File: src/rtl/score_record_scheduler.sv
// -----------------------------------------------------------------------------
// score_record_scheduler
//
// Sequential owner of the 4 users x 4 songs score record store used by
// learning mode. Score commits from the learning engine, store clears and
// per-user average recomputes all share the single store through one FSM.
// Each user's average is built over four accumulate cycles and a truncating
// divide by 4 rather than with a combinational 4-way add.
//
// Ports:
//   clk           system clock
//   rst           synchronous active-high reset (control and outputs only,
//                 the record store itself is only zeroed by clear)
//   commit        level, high while learning is finished; 0->1 edge commits
//   commit_user   user of the commit
//   commit_song   song of the commit
//   commit_score  score to record
//   clear         single-cycle pulse, zeroes all 16 records
//   sel_user      user selected for display
//   sel_song      song selected for display
//   rec_score     registered record[{sel_user,sel_song}], 1-cycle latency
//   avg_score     average of the 4 records of avg_user
//   avg_user      user that avg_score belongs to
//   avg_valid     avg_score is current for avg_user
//   busy          FSM not in IDLE
// -----------------------------------------------------------------------------
module score_record_scheduler #(
    parameter int SCORE_W   = 41,
    parameter bit KEEP_BEST = 1'b0
) (
    input  logic               clk,
    input  logic               rst,
    input  logic               commit,
    input  logic [1:0]         commit_user,
    input  logic [1:0]         commit_song,
    input  logic [SCORE_W-1:0] commit_score,
    input  logic               clear,
    input  logic [1:0]         sel_user,
    input  logic [1:0]         sel_song,
    output logic [SCORE_W-1:0] rec_score,
    output logic [SCORE_W-1:0] avg_score,
    output logic [1:0]         avg_user,
    output logic               avg_valid,
    output logic               busy
);

    localparam int ACC_W = SCORE_W + 2;

    typedef enum logic [2:0] {
        S_IDLE = 3'd0,
        S_CLR  = 3'd1,
        S_WR   = 3'd2,
        S_ACC  = 3'd3,
        S_OUT  = 3'd4
    } state_t;

    // Truncating divide by 4 of the 4-entry sum.
    function automatic logic [SCORE_W-1:0] div4(input logic [ACC_W-1:0] sum);
        return SCORE_W'(sum >> 2);
    endfunction

    state_t             state_q, state_d;
    logic               pending_q, pending_d;
    logic               commit_prev_q, commit_prev_d;   // registered commit level
    logic [1:0]         slot_user_q, slot_user_d;       // commit waiting for / in WR
    logic [1:0]         slot_song_q, slot_song_d;
    logic [SCORE_W-1:0] slot_score_q, slot_score_d;
    logic [3:0]         idx_q, idx_d;                   // CLR entry / ACC song index
    logic [ACC_W-1:0]   acc_q, acc_d;
    logic [1:0]         acc_user_q, acc_user_d;
    logic [1:0]         sel_prev_q, sel_prev_d;
    logic               sel_prev_vld_q, sel_prev_vld_d; // 0 = reset marker
    logic [SCORE_W-1:0] rec_score_q, rec_score_d;
    logic [SCORE_W-1:0] avg_score_q, avg_score_d;
    logic [1:0]         avg_user_q, avg_user_d;
    logic               avg_valid_q, avg_valid_d;

    logic [SCORE_W-1:0] store_q [16];
    logic               st_we;
    logic [3:0]         st_waddr;
    logic [SCORE_W-1:0] st_wdata;

    logic commit_edge;
    logic sel_mismatch;
    logic enter_acc;
    logic out_done;

    assign commit_edge  = commit & ~commit_prev_q;
    // Until the first OUT, sel_prev holds no user, so a recompute is owed.
    assign sel_mismatch = ~sel_prev_vld_q | (sel_user != sel_prev_q);

    // ---------------------------------------------------------------------
    // State register
    // ---------------------------------------------------------------------
    always_ff @(posedge clk) begin
        if (rst) begin
            state_q <= S_IDLE;
        end else begin
            state_q <= state_d;
        end
    end

    // ---------------------------------------------------------------------
    // Next-state logic; clear preempts every state, including CLR itself.
    // ---------------------------------------------------------------------
    always_comb begin
        state_d = state_q;
        unique case (state_q)
            S_IDLE: begin
                if (clear) begin
                    state_d = S_CLR;
                end else if (commit_edge || pending_q) begin
                    state_d = S_WR;
                end else if (sel_mismatch) begin
                    state_d = S_ACC;
                end
            end
            S_CLR: begin
                if (clear) begin
                    state_d = S_CLR;
                end else if (idx_q == 4'd15) begin
                    state_d = S_ACC;
                end
            end
            S_WR:  state_d = clear ? S_CLR : S_ACC;
            S_ACC: begin
                if (clear) begin
                    state_d = S_CLR;
                end else if (idx_q == 4'd3) begin
                    state_d = S_OUT;
                end
            end
            S_OUT:   state_d = clear ? S_CLR : S_IDLE;
            default: state_d = S_IDLE;
        endcase
    end

    // ---------------------------------------------------------------------
    // Datapath and output next values
    // ---------------------------------------------------------------------
    always_comb begin
        commit_prev_d  = commit;
        pending_d      = pending_q;
        slot_user_d    = slot_user_q;
        slot_song_d    = slot_song_q;
        slot_score_d   = slot_score_q;
        idx_d          = idx_q;
        acc_d          = acc_q;
        acc_user_d     = acc_user_q;
        sel_prev_d     = sel_prev_q;
        sel_prev_vld_d = sel_prev_vld_q;
        avg_score_d    = avg_score_q;
        avg_user_d     = avg_user_q;
        avg_valid_d    = avg_valid_q;
        rec_score_d    = store_q[{sel_user, sel_song}];
        st_we          = 1'b0;
        st_waddr       = idx_q;
        st_wdata       = '0;

        enter_acc = (state_d == S_ACC) && (state_q != S_ACC);
        // OUT only publishes when it is not being aborted by clear.
        out_done  = (state_q == S_OUT) && (state_d == S_IDLE);

        // Index restarts on every state change and on every clear.
        if ((state_d != state_q) || clear) begin
            idx_d = '0;
        end else if ((state_q == S_CLR) || (state_q == S_ACC)) begin
            idx_d = idx_q + 4'd1;
        end

        // A commit edge is captured unless clear wins or the store is
        // being wiped; in IDLE it goes straight to WR, otherwise it waits.
        if (commit_edge && !clear && (state_q != S_CLR)) begin
            slot_user_d  = commit_user;
            slot_song_d  = commit_song;
            slot_score_d = commit_score;
        end

        if (clear) begin
            pending_d = 1'b0;
        end else if ((state_q == S_IDLE) && (state_d == S_WR)) begin
            pending_d = 1'b0;
        end else if (commit_edge && (state_q != S_IDLE) && (state_q != S_CLR)) begin
            pending_d = 1'b1;
        end

        if (state_q == S_CLR) begin
            st_we    = 1'b1;
            st_waddr = idx_q;
            st_wdata = '0;
        end else if ((state_q == S_WR) && !clear) begin
            st_waddr = {slot_user_q, slot_song_q};
            st_wdata = slot_score_q;
            st_we    = !KEEP_BEST || (slot_score_q > store_q[{slot_user_q, slot_song_q}]);
        end

        // After a write the committed user is averaged, otherwise sel_user.
        if (enter_acc) begin
            acc_d      = '0;
            acc_user_d = (state_q == S_WR) ? slot_user_q : sel_user;
        end else if (state_q == S_ACC) begin
            acc_d = acc_q + ACC_W'(store_q[{acc_user_q, idx_q[1:0]}]);
        end

        if (out_done) begin
            avg_score_d    = div4(acc_q);
            avg_user_d     = acc_user_q;
            sel_prev_d     = acc_user_q;
            sel_prev_vld_d = 1'b1;
        end

        if ((state_d == S_CLR) || enter_acc) begin
            avg_valid_d = 1'b0;
        end else if (out_done) begin
            avg_valid_d = 1'b1;
        end else if ((state_q == S_IDLE) && (sel_user != avg_user_q)) begin
            avg_valid_d = 1'b0;
        end
    end

    // ---------------------------------------------------------------------
    // FSM outputs
    // ---------------------------------------------------------------------
    always_comb begin
        busy = (state_q != S_IDLE);
    end

    assign rec_score = rec_score_q;
    assign avg_score = avg_score_q;
    assign avg_user  = avg_user_q;
    assign avg_valid = avg_valid_q;

    always_ff @(posedge clk) begin
        if (rst) begin
            pending_q      <= 1'b0;
            commit_prev_q  <= 1'b0;
            idx_q          <= '0;
            sel_prev_q     <= '0;
            sel_prev_vld_q <= 1'b0;
            rec_score_q    <= '0;
            avg_score_q    <= '0;
            avg_user_q     <= '0;
            avg_valid_q    <= 1'b0;
        end else begin
            pending_q      <= pending_d;
            commit_prev_q  <= commit_prev_d;
            idx_q          <= idx_d;
            sel_prev_q     <= sel_prev_d;
            sel_prev_vld_q <= sel_prev_vld_d;
            rec_score_q    <= rec_score_d;
            avg_score_q    <= avg_score_d;
            avg_user_q     <= avg_user_d;
            avg_valid_q    <= avg_valid_d;
        end
    end

    // Data registers: no reset, they are always loaded before use.
    always_ff @(posedge clk) begin
        slot_user_q  <= slot_user_d;
        slot_song_q  <= slot_song_d;
        slot_score_q <= slot_score_d;
        acc_q        <= acc_d;
        acc_user_q   <= acc_user_d;
    end

    // Record store: survives rst, zeroed only through CLR.
    always_ff @(posedge clk) begin
        if (st_we) begin
            store_q[st_waddr] <= st_wdata;
        end
    end

endmodule
File: config.mk
export PLATFORM = sky130hd
export DESIGN_NAME = score_record_scheduler
export DESIGN_NICKNAME = d
export VERILOG_FILES = /design/src/rtl/score_record_scheduler.sv
export SDC_FILE = /design/constraint.sdc
export NUM_CORES = 1
export LEC_CHECK = 0
export BUFFER_PORTS_ARGS = -buffer_cell sky130_fd_sc_hd__buf_4
export CAP_MARGIN = 20
export CORE_UTILIZATION = 30
export DETAILED_ROUTE_END_ITERATION = 16
export GPL_ROUTABILITY_DRIVEN = 0
export SETUP_SLACK_MARGIN = 0.1
export SLEW_MARGIN = 20
export SYNTH_ARGS = -nofsm -noshare
export SYNTH_HDL_FRONTEND = slang
export SYNTH_SLANG_ARGS = --single-unit
File: constraint.sdc
create_clock -name clk -period 8.1 [get_ports clk]
set_input_delay 1.62 -clock clk [delete_from_list [all_inputs] [get_ports clk]]
set_output_delay 1.62 -clock clk [all_outputs]
set_load 0.01 [all_outputs]
==> flow_metrics.tcl <==
set metrics [dict create \
    end_kind "register" \
    io_pins 139 \
    grt_use_total 0.1675 \
    fmax_mhz 193.7 \
    period_minus_slack_ns 5.164 \
    first_iter_violations 2245 \
    dp_hpwl_mm 64.88 \
    status "completed" \
    hold_ws_ns 0.4585 \
    rows 130 \
    htreeDepth 3 \
    avgSynthCellArea_um2 17.98 \
    crit_chain "buf_4, mux4_2, mux4_2, ha_1, inv_1, fa_1, and2b_1, o21a_1, o211a_1, o31ai_4, o21bai_2, a21oi_2, xor2_1, o21ai_1" \
    cpMostUsedCell "mux4_2" \
    crit_path_max_incr_delay_ns 0.79 \
    first_pass_iters 5 \
    synth_top_area_share 0.5535 \
    synth_cell_types 71 \
    tns_ns 0 \
    clk_latency_ns 0.66 \
    r2r-start "idx_q[0]" \
    post-route-period-util 0.6375 \
    slew_viol_final 0 \
    antenna_found_initial 4 \
    clock_skew_ns 0.03082 \
    synth_area_um2 38140 \
    cts_tree "built" \
    synth_edf_count 703 \
    overflow 0 \
    setup_viol 0 \
    worst_pin_slew_ns 1.039 \
    post-place-ws_ns 2.878 \
    cp.arrival_ns 5.67 \
    worstSetupStartpointType "register" \
    min_path_cells 2 \
    path_clk_slew_ns 0.05 \
    nNetsFinal 2344 \
    synthTopCellsByArea "edfxtp_1, mux4_2, dfxtp_1, ha_1, nand2_1" \
    worst_slack_ns 2.936 \
    hold_end "avg_score[36]" \
    worstPathRequired_ns 8.61 \
    cts_resized 0 \
    core_area_um2 125900 \
    die_w_um 358.5 \
    maxCapViolations 0 \
    grt_pass1_vias 22610 \
    yosysMostFrequentCell "edfxtp_1" \
    hp-class "register to register" \
    yosys_warnings 0 \
    totalWireLength_mm 108.0 \
    cp_num_buf_inv 2 \
    syn-num-nets 2217 \
    hold_buffers 0 \
    worstPathMaxFanout 33 \
    postSynthCellCount 2121 \
    initial_core_util 0.3029 \
    synth_top_cell_by_area "edfxtp_1" \
    grt_start_max_net_pins 90 \
    cts_root_buf "clkbuf_16" \
    num_vias 21390 \
    areaGrowthSynthToFinish_pct 15.97 \
    grt_pass1_wl_mm 156.3 \
    die-height_um 358.5 \
    wire_per_inst_um 27.17 \
    criticalPathCategory "register to register" \
    dp.cells 3802 \
    p_per_area_nw_per_um2 218.6 \
    cp_slowest_cell "dfxtp_4" \
    cts_buffers 94 \
    seq_area_frac_synth 0.6260 \
    max_slew_margin 0.3038 \
    dieArea_um2 128600 \
    hp-start "avg_score[36]" \
    synth_common_cells "edfxtp_1, mux4_2, nand2_1" \
    leakage_nw 15.29 \
    crit_family "compound AO/OA/AOI/OAI gates" \
    antenna_left 0 \
    r2r_setup_slack_ns 2.94 \
    insertedDiodeCount 0 \
    stdcell_count 3977 \
    drcViolationCount 0 \
    viasPerCell 5.378 \
    synth_ff_type "edfxtp_1" \
    post-cts-setup-buffers 0 \
    worstRegToRegCells 14 \
    ir_drop_uv 151.2 \
    synthArstFlopShare 0 \
    ys_ff_latch 841 \
    cts_sinks 841 \
    reg2reg_to "acc_q[38]" \
    rsz0062_at_grt "false" \
    drive_gt1_frac 0.3352 \
    hold_viol_final 0 \
    clockBufferDepth 3 \
    portBuffers 138 \
    finalPower_mw 9.669 \
]
sequential cells by signal, summed over array words and instances, names as in the netlist, 3 cells and up:
name	count
state_q	3
store_q	656
acc_q	43
idx_q	4
rec_score	41
avg_score	41
slot_score_q	41
where the power goes:
group | internal [mW] | switching [mW]
sequential | 4.70 | 0.0485
clock | 2.53 | 1.77
combinational | 0.265 | 0.346
placed cells by master (no fill, tap or decap), types with 8 or more instances in the layout:
cell type and instances:
nand4_1 9, xor2_1 24, dfxtp_1 136, bufinv_16 8, nor2_4 16, mux4_2 410
a31oi_1 9, nor3_1 11, nor2_1 32, a211oi_1 10, nor2b_1 48, o21a_1 12
a21o_1 19, edfxtp_1 703, o21ai_1 8, o21ai_0 58, ha_1 42, xnor2_1 16
clkinv_1 17, and2_1 44, a21oi_1 86, clkbuf_1 14, nand3_1 31, o211ai_1 8
nand2_1 138, clkbuf_16 98, and3_1 10, inv_1 17, buf_4 170, clkinv_2 19
worst min-delay path, stage by stage, from the launching register on:
cell     delay [ns]
dfxtp_1        0.31
nand2_1        0.05
a21oi_1        0.05
layout make-up:
type / instances / area [µm²]
fill: 11810 / 81670
sequential: 841 / 23880
multi-input combinational: 1118 / 13730
clock buffer: 120 / 2606
tap: 1650 / 2064
timing repair buffer: 176 / 1383
clock inverter: 55 / 504.2
inverter: 17 / 63.81
worst max path at each step:
stage | start | depth (start not counted) | slack (ns) | end
finish | idx_q[0] | 14 | 2.94 | acc_q[38]
global route | idx_q[0] | 14 | 2.62 | acc_q[30]
floorplan | clear | 2 | 2.42 | slot_score_q[0]
global placement | idx_q[0] | 14 | 2.87 | acc_q[34]
CTS | idx_q[0] | 14 | 2.86 | acc_q[36]
detailed placement | idx_q[0] | 14 | 2.88 | acc_q[30]
cells by family (layout without fill, tap and decap cells):
logic type               after synthesis  after routing  share of synthesized area
AO/OA/AOI/OAI                        249            249                    0.04121
XOR/XNOR                              40             40                   0.009186
adder cells (fa/ha/maj)               43             43                    0.01430
buffers and inverters                162            368                    0.01781
flip-flops                           841            841                     0.6260
multiplexers                         415            415                     0.2435
AND/OR/NAND/NOR                      371            371                    0.04803
per-layer routing:
layer	GRT usage	wire length, µm
met1	0.2221	44590
met2	0.2740	52360
met3	0.03462	8009
met4	0.05551	3075
met5	0	0
stage by stage:
step	area, µm²	utilization
global route	44230	0.3513
floorplan	38140	-
global placement	41110	0.3266
detailed placement	41110	0.3266
finish	44230	0.3513
CTS	44220	0.3513
No activity file was read; power rests on OpenSTA's default activity.
